$ cat config.mk
export PLATFORM = sky130hd
export DESIGN_NAME = uart_xmit_arbiter_flat
export DESIGN_NICKNAME = d
export VERILOG_FILES = /design/src/rtl/uart_xmit_arbiter_if.sv /design/src/rtl/uart_xmit_arbiter.sv /design/src/flat_wrapper.sv
export SDC_FILE = /design/constraint.sdc
export NUM_CORES = 1
export LEC_CHECK = 0
export BUFFER_PORTS_ARGS = -buffer_cell sky130_fd_sc_hd__buf_4
export CORE_ASPECT_RATIO = 1.2
export CORE_MARGIN = 4
export CORE_UTILIZATION = 45
export DETAILED_ROUTE_END_ITERATION = 6
export PLACE_DENSITY = 0.71
export SYNTH_ARGS = -nofsm -noshare
export SYNTH_HDL_FRONTEND = slang
export SYNTH_SLANG_ARGS = --single-unit
$ cat constraint.sdc
create_clock -name sys_clk -period 2.67 [get_ports sys_clk]
set_clock_uncertainty 0.15 [all_clocks]
set_input_delay 0.6675 -clock sys_clk [delete_from_list [all_inputs] [get_ports sys_clk]]
set_output_delay 0.6675 -clock sys_clk [all_outputs]
set_load 0.01 [all_outputs]
$ cat src/rtl/uart_xmit_arbiter_if.sv
// Requester/transmitter-facing bundle of the UART transmit arbiter.
// The arbiter takes the slave side; requesters and the transmitter model take the master side.
interface uart_xmit_arbiter_if #(
  parameter int unsigned NUM_REQ = 4
);
  localparam int unsigned GRANT_W = (NUM_REQ > 1) ? $clog2(NUM_REQ) : 1;

  logic [NUM_REQ-1:0]   req_vld;
  logic [NUM_REQ*8-1:0] req_data;
  logic [NUM_REQ-1:0]   req_ack;
  logic                 xmitH;
  logic [7:0]           xmit_dataH;
  logic                 xmit_doneH;
  logic                 busy;
  logic [GRANT_W-1:0]   grant_id;
  logic                 timeout_err;
  logic                 err_clr;

  modport master (
    output req_vld, req_data, xmit_doneH, err_clr,
    input  req_ack, xmitH, xmit_dataH, busy, grant_id, timeout_err
  );

  modport slave (
    input  req_vld, req_data, xmit_doneH, err_clr,
    output req_ack, xmitH, xmit_dataH, busy, grant_id, timeout_err
  );
endinterface

$ cat src/rtl/uart_xmit_arbiter.sv
// Round-robin arbiter sharing one UART transmitter among NUM_REQ byte requesters,
// with a watchdog that aborts frames the transmitter never starts or never finishes.
module uart_xmit_arbiter #(
  parameter int unsigned NUM_REQ    = 4,
  parameter int unsigned GAP_CYCLES = 2,
  parameter int unsigned TIMEOUT    = 1023
) (
  input  logic               sys_clk,
  input  logic               sys_rst,
  uart_xmit_arbiter_if.slave bus
);
  localparam int unsigned GRANT_W   = (NUM_REQ > 1) ? $clog2(NUM_REQ) : 1;
  localparam int unsigned TIMER_W   = (TIMEOUT > 0) ? $clog2(TIMEOUT + 1) : 1;
  localparam int unsigned GAP_W     = 4;
  localparam int unsigned GAP_CMP_W = GAP_W + 1;

  typedef enum logic [2:0] {
    IDLE,
    START,
    WAIT_BUSY,
    WAIT_DONE,
    GAP,
    ABORT
  } arbState_t;

  arbState_t            stateQ, stateNext;
  logic [NUM_REQ-1:0]   ackQ, ackNext;
  logic                 xmitQ, xmitNext;
  logic [7:0]           dataQ, dataNext;
  logic                 busyQ;
  logic [GRANT_W-1:0]   grantQ, grantNext;
  logic [TIMER_W-1:0]   timerQ, timerNext;
  logic [GAP_W-1:0]     gapQ, gapNext;
  logic                 errQ, errNext;

  logic                 winFound;
  logic [GRANT_W-1:0]   winIdx;
  logic [GRANT_W-1:0]   scanIdx;
  logic                 timerExpired;
  logic                 gapDone;

  // Rotating-priority scan starting just after the last granted requester.
  always_comb begin
    winFound = 1'b0;
    winIdx   = grantQ;
    scanIdx  = grantQ;
    for (int k = 1; k <= int'(NUM_REQ); k++) begin
      scanIdx = GRANT_W'((int'(grantQ) + k) % int'(NUM_REQ));
      if (!winFound && bus.req_vld[scanIdx]) begin
        winFound = 1'b1;
        winIdx   = scanIdx;
      end
    end
  end

  assign timerExpired = (timerQ == TIMER_W'(TIMEOUT));
  // GAP always lasts at least one cycle, even with GAP_CYCLES of zero.
  assign gapDone = (GAP_CMP_W'(gapQ) + GAP_CMP_W'(1)) >= GAP_CMP_W'(GAP_CYCLES);

  // Next-state and next-output logic; every output is a register loaded from here.
  always_comb begin
    stateNext = stateQ;
    ackNext   = '0;
    xmitNext  = 1'b0;
    dataNext  = dataQ;
    grantNext = grantQ;
    timerNext = timerQ;
    gapNext   = gapQ;
    errNext   = errQ;

    if (bus.err_clr) begin
      errNext = 1'b0;
    end

    case (stateQ)
      IDLE: begin
        if (winFound && bus.xmit_doneH) begin
          stateNext       = START;
          ackNext[winIdx] = 1'b1;
          xmitNext        = 1'b1;
          dataNext        = bus.req_data[{winIdx, 3'b000} +: 8];
          grantNext       = winIdx;
        end
      end

      START: begin
        stateNext = WAIT_BUSY;
        timerNext = '0;
      end

      WAIT_BUSY: begin
        if (!bus.xmit_doneH) begin
          stateNext = WAIT_DONE;
          timerNext = '0;
        end else if (timerExpired) begin
          stateNext = ABORT;
        end else begin
          timerNext = timerQ + TIMER_W'(1);
        end
      end

      WAIT_DONE: begin
        if (bus.xmit_doneH) begin
          stateNext = GAP;
          gapNext   = '0;
        end else if (timerExpired) begin
          stateNext = ABORT;
        end else begin
          timerNext = timerQ + TIMER_W'(1);
        end
      end

      GAP: begin
        if (gapDone) begin
          stateNext = IDLE;
        end else begin
          gapNext = gapQ + GAP_W'(1);
        end
      end

      ABORT: begin
        // A new abort overrides a simultaneous clear.
        errNext   = 1'b1;
        stateNext = IDLE;
      end

      default: begin
        stateNext = IDLE;
      end
    endcase
  end

  always_ff @(posedge sys_clk) begin
    if (sys_rst) begin
      stateQ <= IDLE;
      ackQ   <= '0;
      xmitQ  <= 1'b0;
      dataQ  <= '0;
      busyQ  <= 1'b0;
      grantQ <= GRANT_W'(NUM_REQ - 1);
      timerQ <= '0;
      gapQ   <= '0;
      errQ   <= 1'b0;
    end else begin
      stateQ <= stateNext;
      ackQ   <= ackNext;
      xmitQ  <= xmitNext;
      dataQ  <= dataNext;
      busyQ  <= (stateNext != IDLE);
      grantQ <= grantNext;
      timerQ <= timerNext;
      gapQ   <= gapNext;
      errQ   <= errNext;
    end
  end

  assign bus.req_ack     = ackQ;
  assign bus.xmitH       = xmitQ;
  assign bus.xmit_dataH  = dataQ;
  assign bus.busy        = busyQ;
  assign bus.grant_id    = grantQ;
  assign bus.timeout_err = errQ;

  // Safety properties: at most one ack, strobe only in START, busy mirrors the state.
  assert property (@(posedge sys_clk) disable iff (sys_rst) $onehot0(ackQ));
  assert property (@(posedge sys_clk) disable iff (sys_rst) xmitQ |-> (stateQ == START));
  assert property (@(posedge sys_clk) disable iff (sys_rst) busyQ == (stateQ != IDLE));

endmodule

$ cat src/flat_wrapper.sv
// flat-port wrapper written by rule: the top's interface ports become plain ports
module uart_xmit_arbiter_flat 
#(
  parameter int unsigned NUM_REQ    = 4,
  parameter int unsigned GAP_CYCLES = 2,
  parameter int unsigned TIMEOUT    = 1023
)
  (sys_clk, sys_rst, bus_req_vld, bus_req_data, bus_xmit_doneH, bus_err_clr, bus_req_ack, bus_xmitH, bus_xmit_dataH, bus_busy, bus_grant_id, bus_timeout_err);
  uart_xmit_arbiter_if #(.NUM_REQ(NUM_REQ)) bus_i ();
  input  logic sys_clk;
  input  logic sys_rst;
  input wire logic [$bits(bus_i.req_vld)-1:0] bus_req_vld;
  input wire logic [$bits(bus_i.req_data)-1:0] bus_req_data;
  input wire logic [$bits(bus_i.xmit_doneH)-1:0] bus_xmit_doneH;
  input wire logic [$bits(bus_i.err_clr)-1:0] bus_err_clr;
  output wire logic [$bits(bus_i.req_ack)-1:0] bus_req_ack;
  output wire logic [$bits(bus_i.xmitH)-1:0] bus_xmitH;
  output wire logic [$bits(bus_i.xmit_dataH)-1:0] bus_xmit_dataH;
  output wire logic [$bits(bus_i.busy)-1:0] bus_busy;
  output wire logic [$bits(bus_i.grant_id)-1:0] bus_grant_id;
  output wire logic [$bits(bus_i.timeout_err)-1:0] bus_timeout_err;
  assign bus_i.req_vld = bus_req_vld;
  assign bus_i.req_data = bus_req_data;
  assign bus_i.xmit_doneH = bus_xmit_doneH;
  assign bus_i.err_clr = bus_err_clr;
  assign bus_req_ack = bus_i.req_ack;
  assign bus_xmitH = bus_i.xmitH;
  assign bus_xmit_dataH = bus_i.xmit_dataH;
  assign bus_busy = bus_i.busy;
  assign bus_grant_id = bus_i.grant_id;
  assign bus_timeout_err = bus_i.timeout_err;
  uart_xmit_arbiter #(.NUM_REQ(NUM_REQ), .GAP_CYCLES(GAP_CYCLES), .TIMEOUT(TIMEOUT)) u_core (.sys_clk(sys_clk), .sys_rst(sys_rst), .bus(bus_i));
endmodule
==> results_dict.tcl <==
set metrics [dict create \
    rsz0062_at_grt "false" \
    async_reset_ff_share_pct 0 \
    post_drt_wl_per_cell_um 13.7 \
    grtUsageMet3_pct 4.95 \
    first_iter_violations 72 \
    rows 25 \
    required_ps 2730 \
    drc 0 \
    clock_path_buffers 2 \
    synth.avg_cell_area_um2 8.86 \
    dp_hpwl_um 3370 \
    ys_warn_count 0 \
    grt_pass1_wl_um 7030 \
    gr-usage-met1_pct 19.3 \
    synthesis.area_mm2 0.00190 \
    mostFrequentLayoutCell "buf_4" \
    worst_ep_arrival_time_ps 2150 \
    drive_gt1_share_pct 32.6 \
    insertion_delay_ps 280 \
    end_kind "flop" \
    placed_area_mm2 0.00235 \
    diodes 0 \
    critPathLaunchType "flop" \
    gr-total-overflow 0 \
    wl_um 4450 \
    track_usage_pct 17.1 \
    antenna_found_initial 0 \
    fillers 376 \
    ant_nets 0 \
    ys_ff_latch 34 \
    cts_hold_buf 0 \
    io_pins 57 \
    tns_ps 0 \
    period_minus_slack_ps 2080 \
    power.density_mw_per_mm2 508 \
    clk_pin_slew_ps 70 \
    p_leak_nw 1.04 \
    ys_types 48 \
    finalSetupViolCount 0 \
    hold_class "flop to flop" \
    final.period_utilization_pct 78.0 \
    grt_max_degree 20 \
    slew_viol_final 0 \
    port_buffers 56 \
    tritoncts "done" \
    root_buffer "clkbuf_8" \
    worst_slew_pin_slew_ps 674 \
    dieArea_mm2 0.00532 \
    path_max_fanout 19 \
    die-height_um 79.1 \
    cts_made_buffers 5 \
    status "finished clean" \
    cts.sinks 34 \
    first_global_vias 1573 \
    dp.cells 317 \
    regArea_um2 681 \
    area_delta_synth_final_pct 28.1 \
    fp.dieW_um 67.2 \
    first_pass_iters 4 \
    cts_resized 0 \
    vias 1740 \
    via_per_inst 5.37 \
    synth_edf_count 0 \
    nNetsFinal 313 \
    grt_use_met2_pct 29.2 \
    htreeDepth 2 \
    multi_input_area_mm2 0.00112 \
    yosysSeqAreaShare_pct 35.9 \
    fmax_ghz 0.480 \
    cts_setup_buffers 0 \
    max-vdd-ir-drop_mv 0.347 \
    final_cell_mix "62 x buf_4, 34 x dfxtp_1, 20 x nand4_1, 19 x nor2_1, 17 x nand2_1" \
    max-cap-violations 0 \
    instances_no_fill 324 \
    critical_path_class "flop to flop" \
    place_congestion 0.863 \
    synth_nets 257 \
    top_usage_layer "met2" \
    hold_viol_final 0 \
    power_mw 1.23 \
    coreArea_mm2 0.00400 \
    syn_inst 214 \
    initial_core_util_pct 47.3 \
    synthFlopType "dfxtp_1" \
    stdcell_area_mm2 0.00243 \
    slew-limit-headroom_pct 54.8 \
]
[layout make-up]
class                      instances  area share (%)
multi-input combinational        163            46.2
sequential                        34            28.0
timing repair buffer              62            19.2
clock buffer                       5            2.83
tap                               54            2.78
inverter                           4           0.618
clock inverter                     2           0.412
[cells by family (layout without fill, tap and decap cells)]
group / after synthesis / in the layout / synth area share, %
buffers and inverters: 17 / 73 / 5.21
multiplexers: 16 / 16 / 8.98
AO/OA/AOI/OAI: 35 / 35 / 14.3
adder cells (fa/ha/maj): 3 / 3 / 1.98
XOR/XNOR: 8 / 8 / 3.70
flip-flops: 34 / 34 / 35.9
AND/OR/NAND/NOR: 101 / 101 / 29.9
[sequential cells by signal, summed over array words and instances, names as in the netlist]
name and flops:
u_core.stateQ 3, u_core.bus.req_ack 4, u_core.bus.timeout_err 1, u_core.gapQ 4, u_core.bus.grant_id 2, u_core.bus.xmit_dataH 8
u_core.timerQ 10, u_core.bus.busy 1, u_core.bus.xmitH 1
[power breakdown]
group | switching [mW] | total (mW) | internal (mW) | leakage, nW
registers | 0.0275 | 0.570 | 0.542 | 0.277
logic | 0.155 | 0.311 | 0.157 | 0.719
clock network | 0.177 | 0.352 | 0.175 | 0.0438
total | 0.359 | 1.23 | 0.874 | 1.04
[per-layer routing]
metal  routed length (um)  vias up  part of all wire (%)
met5                    0        -                     0
met4                  103        0                   2.3
met3                  267       11                   6.0
met2                 2170       44                    49
met1                 1910      784                    43
li1                     -      901                     -
[final timing paths]
kind                       startpoint                       end  slack (ps)  cells past startpoint
min reg2reg  u_core.bus.xmit_dataH[3]  u_core.bus.xmit_dataH[3]         310                      2
min          u_core.bus.xmit_dataH[3]  u_core.bus.xmit_dataH[3]         310                      2
max                  u_core.stateQ[0]  u_core.bus.xmit_dataH[7]         590                      6
max reg2reg          u_core.stateQ[0]  u_core.bus.xmit_dataH[7]         590                      6
[critical path, stage by stage (launching register included)]
cell and delay (ps):
dfxtp_1 420, or4b_4 610, nor3_4 110, buf_4 230
nand4_1 110, mux2_2 290, o211ai_1 90
[through the flow]
stage	util, %	hold slack [ps]	setup WS [ps]
floorplan	-	303	325
global route	60.7	334	451
global placement	58.7	299	351
detailed placement	58.7	302	316
finish	60.7	313	588
CTS	60.7	319	581
[synthesized netlist by cell type, drive strengths merged, types with 2 or more instances]
library cell / instances / area share (%)
nor3: 5 / 1.9
o211ai: 10 / 5.3
mux2i: 8 / 4.2
inv: 4 / 0.79
clkbuf: 7 / 1.4
and3: 7 / 2.3
nor2: 19 / 3.8
xor2: 7 / 3.2
ha: 3 / 2.0
o211a: 2 / 1.1
mux2: 8 / 4.8
or4b: 2 / 1.3
or3: 2 / 0.66
nand2b: 3 / 0.99
dfxtp: 34 / 36
a21oi: 5 / 1.3
nand4b: 3 / 1.4
a211oi: 2 / 0.79
o21ai: 6 / 1.6
nand4: 20 / 6.6
buf: 6 / 3.0
nand3b: 2 / 0.79
nand2: 18 / 3.7
and4: 2 / 0.92
o31ai: 2 / 0.79
nor2b: 4 / 1.3
nand3: 7 / 1.8
and2: 3 / 0.99
Power figures use the tool's default switching activity.
